$ cat src/rtl/scheduler_ctrl_pkg.sv
// Shared types and helpers for the Scheduler input front end: tick-sequence states,
// packet width arithmetic and {axon, delay} field slicing.
package scheduler_ctrl_pkg;

    typedef enum logic [1:0] {
        ST_ACCEPT = 2'd0,
        ST_CLR    = 2'd1,
        ST_SET    = 2'd2
    } sched_state_e;

    localparam int PKT_MAX_W = 32;

    function automatic int field_w(input int depth);
        return (depth > 1) ? $clog2(depth) : 1;
    endfunction

    function automatic int pkt_w(input int num_axons, input int num_ticks);
        return field_w(num_axons) + field_w(num_ticks);
    endfunction

    // Delay occupies the LSBs of a packet, axon sits directly above it
    function automatic logic [PKT_MAX_W-1:0] pkt_delay(input logic [PKT_MAX_W-1:0] pkt,
                                                       input int delay_w);
        return pkt & ((32'd1 << delay_w) - 32'd1);
    endfunction

    function automatic logic [PKT_MAX_W-1:0] pkt_axon(input logic [PKT_MAX_W-1:0] pkt,
                                                      input int delay_w);
        return pkt >> delay_w;
    endfunction

endpackage

$ cat src/rtl/rr_arbiter.sv
// Round-robin arbiter: one-hot grant among req, search starts at the port after the
// last one that transferred; the pointer moves only when advance is strobed.
module rr_arbiter #(
    parameter int N = 2
) (
    input  logic         clk,
    input  logic         rst,
    input  logic [N-1:0] req,
    input  logic         advance,
    output logic [N-1:0] grant
);

    localparam int          PTR_W = (N > 1) ? $clog2(N) : 1;
    localparam logic [N-1:0] ONE  = N'(1'b1);

    logic [PTR_W-1:0] ptr_r;
    logic [PTR_W-1:0] grant_idx_s;
    logic [PTR_W-1:0] next_ptr_s;
    logic [N-1:0]     upper_mask_s;
    logic [N-1:0]     hi_req_s;
    logic [N-1:0]     hi_grant_s;
    logic [N-1:0]     lo_grant_s;

    // Lowest requester at or above the pointer wins, otherwise wrap to the lowest overall
    always_comb begin
        upper_mask_s = ~((ONE << ptr_r) - ONE);
        hi_req_s     = req & upper_mask_s;
        hi_grant_s   = hi_req_s & (~hi_req_s + ONE);
        lo_grant_s   = req & (~req + ONE);
        grant        = (|hi_req_s) ? hi_grant_s : lo_grant_s;
    end

    // Encode the grant and compute the next search start (granted port + 1, wrapping)
    always_comb begin
        grant_idx_s = {PTR_W{1'b0}};
        for (int j = 0; j < N; j++) begin
            grant_idx_s = grant_idx_s | (grant[j] ? PTR_W'(j) : {PTR_W{1'b0}});
        end
        next_ptr_s = (grant_idx_s == PTR_W'(N - 1)) ? {PTR_W{1'b0}}
                                                    : grant_idx_s + PTR_W'(1'b1);
    end

    // Search-start pointer register
    always_ff @(posedge clk) begin
        if (!rst) begin
            ptr_r <= {PTR_W{1'b0}};
        end else if (advance) begin
            ptr_r <= next_ptr_s;
        end
    end

endmodule

$ cat src/rtl/scheduler_input_arbiter.sv
// Scheduler front end: merges requester packets into the single Scheduler write port,
// sequences each tick (block, clear row, advance read counter) and counts collisions.
module scheduler_input_arbiter
    import scheduler_ctrl_pkg::*;
#(
    parameter  int NUM_PORTS     = 2,
    parameter  int NUM_AXONS     = 256,
    parameter  int NUM_TICKS     = 16,
    parameter  int ERR_CNT_WIDTH = 8,
    localparam int PKT_W         = pkt_w(NUM_AXONS, NUM_TICKS)
) (
    input  logic                       clk,
    input  logic                       rst,
    input  logic                       tick,
    input  logic [NUM_PORTS-1:0]       req_valid,
    input  logic [NUM_PORTS*PKT_W-1:0] req_packet,
    output logic [NUM_PORTS-1:0]       req_ready,
    output logic                       sched_wen,
    output logic [PKT_W-1:0]           sched_packet,
    output logic                       sched_clr,
    output logic                       sched_set,
    input  logic                       sched_error,
    input  logic                       err_clr,
    output logic                       tick_done,
    output logic [ERR_CNT_WIDTH-1:0]   err_count,
    output logic                       tick_overrun
);

    sched_state_e               state_r;
    logic                       pending_r;
    logic                       overrun_r;
    logic [ERR_CNT_WIDTH-1:0]   err_count_r;
    logic                       wen_r;
    logic [PKT_W-1:0]           packet_r;
    logic                       clr_r;
    logic                       set_r;
    logic                       done_r;

    logic [NUM_PORTS-1:0]       grant_s;
    logic [NUM_PORTS-1:0]       ready_s;
    logic                       accept_s;
    logic                       transfer_s;
    logic                       overrun_event_s;
    logic [PKT_W-1:0]           sel_packet_s;

    rr_arbiter #(
        .N (NUM_PORTS)
    ) u_rr_arbiter (
        .clk     (clk),
        .rst     (rst),
        .req     (req_valid),
        .advance (transfer_s),
        .grant   (grant_s)
    );

    // Grant only in ACCEPT and out of reset; a tick this cycle takes priority over packets
    always_comb begin
        accept_s        = rst & (state_r == ST_ACCEPT) & ~tick;
        ready_s         = accept_s ? grant_s : {NUM_PORTS{1'b0}};
        transfer_s      = |(ready_s & req_valid);
        overrun_event_s = tick & pending_r;
        sel_packet_s    = {PKT_W{1'b0}};
        for (int j = 0; j < NUM_PORTS; j++) begin
            sel_packet_s = sel_packet_s |
                           (ready_s[j] ? req_packet[j*PKT_W +: PKT_W] : {PKT_W{1'b0}});
        end
    end

    // Tick sequencer; a tick arriving mid-sequence chains a second CLR/SET without an ACCEPT gap
    always_ff @(posedge clk) begin
        if (!rst) begin
            state_r   <= ST_ACCEPT;
            pending_r <= 1'b0;
            clr_r     <= 1'b0;
            set_r     <= 1'b0;
            done_r    <= 1'b0;
        end else begin
            clr_r  <= 1'b0;
            set_r  <= 1'b0;
            done_r <= 1'b0;
            case (state_r)
                ST_ACCEPT: begin
                    if (tick) begin
                        state_r <= ST_CLR;
                        clr_r   <= 1'b1;
                    end
                end
                ST_CLR: begin
                    state_r <= ST_SET;
                    set_r   <= 1'b1;
                    done_r  <= 1'b1;
                    if (tick && !pending_r) begin
                        pending_r <= 1'b1;
                    end
                end
                ST_SET: begin
                    pending_r <= 1'b0;
                    if (pending_r || tick) begin
                        state_r <= ST_CLR;
                        clr_r   <= 1'b1;
                    end else begin
                        state_r <= ST_ACCEPT;
                    end
                end
                default: begin
                    state_r <= ST_ACCEPT;
                end
            endcase
        end
    end

    // Write path: accepted packet appears one cycle later; packet holds when idle
    always_ff @(posedge clk) begin
        if (!rst) begin
            wen_r    <= 1'b0;
            packet_r <= {PKT_W{1'b0}};
        end else begin
            wen_r <= transfer_s;
            if (transfer_s) begin
                packet_r <= sel_packet_s;
            end
        end
    end

    // Saturating collision counter and sticky overrun flag; err_clr wins over a new event
    always_ff @(posedge clk) begin
        if (!rst) begin
            err_count_r <= {ERR_CNT_WIDTH{1'b0}};
            overrun_r   <= 1'b0;
        end else begin
            if (err_clr) begin
                err_count_r <= {ERR_CNT_WIDTH{1'b0}};
            end else if (wen_r && sched_error && (err_count_r != {ERR_CNT_WIDTH{1'b1}})) begin
                err_count_r <= err_count_r + ERR_CNT_WIDTH'(1'b1);
            end
            if (err_clr) begin
                overrun_r <= 1'b0;
            end else if (overrun_event_s) begin
                overrun_r <= 1'b1;
            end
        end
    end

    assign req_ready    = ready_s;
    assign sched_wen    = wen_r;
    assign sched_packet = packet_r;
    assign sched_clr    = clr_r;
    assign sched_set    = set_r;
    assign tick_done    = done_r;
    assign err_count    = err_count_r;
    assign tick_overrun = overrun_r;

endmodule

$ cat config.mk
export PLATFORM = sky130hd
export DESIGN_NAME = scheduler_input_arbiter
export DESIGN_NICKNAME = d
export VERILOG_FILES = /design/src/rtl/scheduler_ctrl_pkg.sv /design/src/rtl/rr_arbiter.sv /design/src/rtl/scheduler_input_arbiter.sv
export SDC_FILE = /design/constraint.sdc
export NUM_CORES = 1
export LEC_CHECK = 0
export CAP_MARGIN = 20
export CELL_PAD_IN_SITES_DETAIL_PLACEMENT = 1
export CELL_PAD_IN_SITES_GLOBAL_PLACEMENT = 1
export CORE_MARGIN = 4
export CORE_UTILIZATION = 30
export CTS_BUF_LIST = sky130_fd_sc_hd__clkbuf_16
export CTS_CLUSTER_DIAMETER = 60
export DETAILED_ROUTE_END_ITERATION = 12
export PLACE_DENSITY_LB_ADDON = 0.1
export SYNTH_ARGS = -nofsm -noshare
export SYNTH_HDL_FRONTEND = slang
export SYNTH_SLANG_ARGS = --single-unit
$ cat constraint.sdc
create_clock -name clk -period 1.55 [get_ports clk]
set_input_delay 0.31 -clock clk [delete_from_list [all_inputs] [get_ports clk]]
set_output_delay 0.31 -clock clk [all_outputs]
set_load 0.01 [all_outputs]
# Yosys cells after proc, flatten, opt, wreduce, memory -nomap -nowiden
# Cells that the tools add are included.
dict set report word_totals {
  out_inout_bits 27
  inputBits 31
  word_cells 59
  ff_bits 28
}
dict set report op_classes {
  n_mux 15
  addsub 5
  bitwise 13
  reduce_logical 11
  shift 1
  n_eq_ne 5
}
# op count
set op_table {}
lappend op_table {{$mux 12} 2}
lappend op_table {{$or 12x12->12} 1}
lappend op_table {{$add 8x1->8 const B} 1}
lappend op_table {{$and 2x2->2} 4}
lappend op_table {{$ne 8x8->1 const B} 1}
lappend op_table {{$mux 1} 7}
lappend op_table {{$mux 2} 3}
lappend op_table {{$not 2->2} 3}
lappend op_table {{$pmux 2 s3} 1}
lappend op_table {{$reduce_or 2->1} 3}
lappend op_table {{$add 2x1->2 const B} 2}
lappend op_table {{$ne 2x2->1 const B} 2}
lappend op_table {{$pmux 1 s2} 2}
lappend op_table {{$and 1x1->1} 3}
lappend op_table {{$logic_and 1x1->1} 3}
lappend op_table {{$eq 2x1->1 const B} 1}
lappend op_table {{$eq 2x2->1 const B} 1}
lappend op_table {{$logic_not 2->1} 1}
lappend op_table {{$not 1->1} 2}
lappend op_table {{$reduce_and 2->1} 1}
lappend op_table {{$reduce_bool 2->1} 1}
lappend op_table {{$shl 1x1->2 const A} 1}
lappend op_table {{$sub 2x1->2 const B} 1}
lappend op_table {{$add 1x1->1 const B} 1}
lappend op_table {{2 further kinds} 2}

# Depth between registers and ports, before layout
# Gate-level depths: netlist (run 1).
dict set report depth {
  ltp_word 11
  depth_mapped 5
  ltp_nobuf 4
}

# Cells and area by module
# A second synthesis (run 1) with hierarchy kept.
dict set report unflattened {
  hier_cells 127
  area_unflattened_um2 1286.2
}
# mod seq_area_each_um2 area_each_um2 n_inst cells_per_inst
set by_module_without_submodules {}
lappend by_module_without_submodules {scheduler_input_arbiter 540.5 1226.2 1 120}
lappend by_module_without_submodules {rr_arbiter 20.0 60.1 1 7}

# Worst setup path after synthesis (run 1)
# No wires, ideal clock.
dict set report synth_path {
  kind {flip-flop to output port}
  startpoint {register state_r[0]}
  endpoint {output port req_ready[0]}
  required_ns 1.240
  t_arrival_ns 1.168
  stages_incl_launch_ff 4
  path_slack_ns 0.072
  cell_sequence {dfxtp_1 > nor4b_4 > and3_4 > buf_6}
}
dict set report synth_between {
  elab_chain_len 4
}
# element line_no
set synth_lines {}
lappend synth_lines {{from (decl)} scheduler_input_arbiter.sv:29} ;# sched_state_e state_r;
lappend synth_lines {{from (signal assigned)} scheduler_input_arbiter.sv:72} ;# state_r <= ST_ACCEPT;
lappend synth_lines {{from (signal assigned)} scheduler_input_arbiter.sv:84} ;# state_r <= ST_CLR;
lappend synth_lines {{from (signal assigned)} scheduler_input_arbiter.sv:89} ;# state_r <= ST_SET;
lappend synth_lines {{$logic_not 2->1} scheduler_input_arbiter.sv:58} ;# accept_s = rst & (state_r == ST_ACCEPT) & ~tick;
lappend synth_lines {{$and 1x1->1 (2 in a row)} scheduler_input_arbiter.sv:58}
lappend synth_lines {{$mux 2} scheduler_input_arbiter.sv:59} ;# ready_s = accept_s ? grant_s : {NUM_PORTS{1'b0}};
lappend synth_lines {{to (decl)} scheduler_input_arbiter.sv:17} ;# output logic [NUM_PORTS-1:0] req_ready,
# No other way between the ends.

# Worst setup path in the final report (run 1)
dict set report layout_path {
  startpoint {register state_r[0]}
  endpoint {output port req_ready[1]}
}
# The elaborated chain is that of the path after synthesis.

==> out/results.ini, run 1 <==
[route]
postRouteAntennaNets=0
drc=0
vias=1293
firstDrtPassIters=4
wl_per_cell_um=16.79
drt_iter0_drc=34
routed_wl_mm=4.197
avgViaCountPerCell=5.172

[power_and_ir_drop]
p_clk_frac=0.359
irDropWorstVdd_v=0.0005130
power_density_nw_per_um2=798.6
power_frac_seq=0.467
leakagePower_nw=0.8345
switching_power_w=0.0003834
internal_power_w=0.001281
p_sw_frac=0.2303
comb_power_share=0.174

[timing]
hold_viol=0
finalCritPeriodShare=1.051
worstMarginPinSlew_ns=0.3396
max_slew_margin=0.7721
setup_viol=1
fin_ws_ns=-0.07848
finalSetupTns_ns=-0.07848
fmax_ghz=0.6141
rsz0062_at_grt=yes
skew_ns=0.002279
slew_viol_final=0
timing.final.crit_period_ns=1.628

[place]
port_buffers=57
place_ws_ns=-0.6475
finalWeightedCongestion=0.7599
dp_hpwl_mm=3.238

[critical_path]
worst-path-max-fanout=2
critical_path_class=reg -> out
required_ns=1.24
cp-end-kind=primary output
cp.arrival_ns=1.32
start_kind=register

[floorplan]
die-area_um2=5436
core_um2=4086
die_w_um=73.73
io_pins=58
start_util=0.3172
die_y_um=73.73
rows=23

[logic_synthesis]
synth_nets=167
ys_ff_latch=28
synth.cell_area_um2=1296
synth_ff_type=dfxtp_1
yosysUniqueCellTypes=35
syn_inst=135
yosysSeqAreaShare=0.4324
syn_area_per_cell_um2=9.602
yosysWarnings=0
synth-edff-count=0
synthArstFlopShare=0

[job]
maxCapViolCount=0

[clocking]
clock_latency_ns=0.26
cts-root-buf=clkbuf_16
clkSlewWorstSetupHoldPaths_ns=0.07
clkSinkCount=28
numCtsBuffers=3
htree_levels=1
cts_tree=yes
holdBufCountCts=0
clockBufferDepth=2

[status]
outcome=finished with violations
violations=negative setup slack

[cells_and_area]
utilization=0.5101
drive_gt1_frac=0.2450
layout.nets=233
final_common_cell=clkdlybuf4s50_1
nFillCells=464
antenna_cells=0
syn_to_final_growth_pct=60.81
final_cell_mix=clkdlybuf4s50_1 (49), nand2_1 (22), dfxtp_1 (19)

[hold_path]
worstHoldPathType=in -> reg

[grt]
grt_use_total=0.1570
grt_max_degree=21
grt_pass1_wl_mm=6.610
grt_pass1_vias=1386
grt_overflow=0
antenna_found_initial=0

[what timing repair did]
action	CTS	global route
setup buffers	2	0
gates resized for setup	22	10
gates cloned	0	0
setup endpoints to repair	22	11
pin swaps	2	0
[per-layer routing]
layer / vias to the layer above / share of wire / GRT usage
li1: 633 / - / -
met1: 614 / 0.40 / 0.1724
met2: 39 / 0.53 / 0.2963
met3: 7 / 0.057 / 0.03146
met4: 0 / 0.013 / 0.05030
met5: - / 0 / 0
[critical path: stages (launching register included)]
cell	delay, ns
dfxtp_2	0.34
nor4b_4	0.27
buf_4	0.16
and3_4	0.18
buf_6	0.10
[synth_stat cells, drive strengths merged, types with 2 or more instances]
cell type | count | share of area
nand2b | 6 | 0.029
and3 | 6 | 0.039
a21boi | 2 | 0.012
nand3 | 4 | 0.015
a221o | 12 | 0.10
mux2i | 5 | 0.039
a21oi | 16 | 0.062
clkbuf | 5 | 0.014
a211oi | 3 | 0.017
dfxtp | 28 | 0.43
buf | 4 | 0.032
nor3b | 2 | 0.012
inv | 2 | 0.0058
nand2 | 22 | 0.064
[final cells by class]
type,instances,area [um2],share of cell area
clock buffers,3,75.07,0.03601
clock inverters,1,3.754,0.001801
inverters,2,7.507,0.003601
multi-input cells,96,684.4,0.3283
flip-flops and latches,28,571.8,0.2743
well taps,50,62.56,0.03001
repair buffers,70,679.4,0.3259
[metrics by stage]
step,instances,instance area (um2),total power (W),hold WS [ns]
6_report,250,2085,0.001665,0.4137
5_1_grt,250,2085,0.001729,0.4359
4_1_cts,250,2052,0.001680,0.4923
3_5_place_dp,245,1959,0.001082,0.4737
3_3_place_gp,245,1959,0.001069,0.4687
2_1_floorplan,135,1296,0.0008976,0.4517
[sequential cells by signal, summed over array words and instances, names as in the netlist]
signal / cells
sched_wen: 1
sched_packet: 12
err_count: 8
tick_done: 1
u_rr_arbiter.ptr_r: 1
sched_clr: 1
tick_overrun: 1
state_r: 2
pending_r: 1
[path summary, 6_finish.rpt]
kind,from,end,slack [ns],depth (start not counted)
worst min register to register,tick_overrun,tick_overrun,0.49,2
worst max-delay path,state_r[0],req_ready[1],-0.08,4
worst min-delay path,req_valid[0],u_rr_arbiter.ptr_r,0.41,3
worst max register to register,state_r[0],sched_packet[10],0.05,5
[kinds of logic after synthesis]
logic type	share of synthesized area
adder cells (fa/ha/maj)	0.009651
flip-flops	0.4324
buffers and inverters	0.05213
multiplexers	0.03861
AND/OR/NAND/NOR	0.2249
AO/OA/AOI/OAI	0.2423
[power by group through the flow]
stage               Combinational (W)  Sequential, W  Clock, W
detailed placement           0.000289       0.000793         0
finish                       0.000290       0.000777  0.000598
CTS                          0.000291       0.000778  0.000611
floorplan                   0.0000943       0.000803         0
global placement             0.000280       0.000789         0
global route                 0.000312       0.000781  0.000636
Power figures use the tool's default switching activity.
==> inputs of run 2 (changes only) <==
- clock period: 1.55 -> 1.6 ns (I/O delays scaled with it)
==> run 2 against run 1 <==
  * The run now ends clean
  * Non-clock buffer count did not move
  * Combinational power is 3% lower
  * Clock-buffer cell count did not move
  * Power down 3.5%
  * Utilization fell by 0.70 points
  * Critical endpoint unchanged
  * Largest cell class is now non-clock buffers
==> out/results.ini, run 2 (synthesized netlist as in run 1, its figures left out) <==
[status]
outcome=completed

[floorplan]
die-area_um2=5436
die_y_um=73.73
io_pins=58
start_util=0.3172
core_um2=4086
die_w_um=73.73
rows=23

[critical_path]
cp-end-kind=primary output
worst-path-max-fanout=3
critical_path_class=reg -> out
required_ns=1.28
cp.arrival_ns=1.24
start_kind=register

[hold_path]
worstHoldPathType=reg -> reg

[route]
topRoutingLayerUsed=met4
avgViaCountPerCell=5.292
postRouteAntennaNets=0
wl_met2_mm=2.345
met1Wirelength_mm=1.621
drt_iter0_drc=53
vias=1323
wl_per_cell_um=17.08
routed_wl_mm=4.270
drc=0
firstDrtPassIters=4
dr_wl_met3_um=227

[clocking]
cts-root-buf=clkbuf_16
clockBufferDepth=2
clkSlewWorstSetupHoldPaths_ns=0.07
cts_tree=yes
htree_levels=1
clkSinkCount=28
numCtsBuffers=3
clock_latency_ns=0.26

[cells_and_area]
final_common_cell=clkdlybuf4s50_1
multi_input_area_um2=668.1
nFillCells=465
layout.nets=233
final_cell_mix=clkdlybuf4s50_1 (53), nand2_1 (22), dfxtp_1 (21)
drive_gt1_frac=0.2200
largest_register_ffs=12
syn_to_final_growth_pct=58.59
antenna_cells=0
postLayoutCellArea_um2=2056
seqCellArea_um2=569.3

[grt]
grt_overflow=0
grt_pass1_vias=1479
grt_pass1_wl_mm=6.872
grt_use_total=0.1640
antenna_found_initial=0
grt_max_degree=21

[power_and_ir_drop]
irDropWorstVdd_v=0.0003480
leakagePower_nw=0.7703
power_density_nw_per_um2=781.7

[place]
port_buffers=57
place_ws_ns=-0.5878
placed_area_um2=1959
dp_hpwl_mm=3.215
finalWeightedCongestion=0.7599

[timing]
rsz0062_at_grt=yes
setup_viol=0
skew_ns=0.003210
worstMarginPinSlew_ns=0.4030
finalSetupTns_ns=0
timing.final.crit_period_ns=1.560
fin_ws_ns=0.04016
slew_viol_final=0
max_slew_margin=0.7295
fmax_ghz=0.6411
finalCritPeriodShare=0.9749
hold_viol=0

[job]
maxCapViolCount=0

==> run 2: cell count changes in the layout (fill, tap and decap cells not counted), sizes merged <==
cell,change
dlymetal6s2s,-4
clkdlybuf4s50,+4
==> run 2: where the power goes <==
| group | leakage (nW) | internal, W | switching, W |
|---|---|---|---|
| Clock | 0.0385 | 0.000335 | 0.000239 |
| Combinational | 0.500 | 0.000175 | 0.000106 |
| Sequential | 0.232 | 0.000731 | 0.0000218 |
| Total | 0.770 | 0.00124 | 0.000367 |
==> run 2: layout make-up <==
type,instances,share of cell area
multi-input combinational,96,0.3250
clock buffer,3,0.03652
inverter,2,0.003652
clock inverter,1,0.001826
timing repair buffer,70,0.3256
tap,50,0.03043
sequential,28,0.2769
==> run 2: timing repair <==
action                     CTS  global route
pin swaps                    3             2
setup endpoints to repair    4             7
resized for setup           14             8
setup buffers                1             0
hold buffers                 0             0
==> run 2: worst paths after layout <==
path	slack [ns]	endpoint	from	cells after the start
max	0.04	req_ready[1]	state_r[1]	3
min	0.50	err_count[1]	err_count[1]	2
max reg2reg	0.09	sched_packet[0]	state_r[1]	5
min reg2reg	0.50	err_count[1]	err_count[1]	2
==> run 2: worst max-delay path: stages (launching register included) <==
cell and delay [ns]:
dfxtp_2 0.34, nor4b_4 0.30, and3_4 0.24, buf_6 0.10
==> run 2: metal layers <==
metal | GRT usage | vias up
met5 | 0 | -
met4 | 0.06237 | 0
met3 | 0.03283 | 7
met2 | 0.3140 | 41
met1 | 0.1724 | 638
li1 | - | 637
==> run 2: per-stage QoR <==
stage          cells  total power, W  hold slack, ns    util
5_1_grt          250        0.001674          0.5289  0.5031
3_5_place_dp     245        0.001048          0.4681  0.4795
6_report         250        0.001607          0.4982  0.5031
4_1_cts          250        0.001631          0.5145  0.4994
3_3_place_gp     245        0.001036          0.4688  0.4795
2_1_floorplan    135       0.0008696          0.4617       -
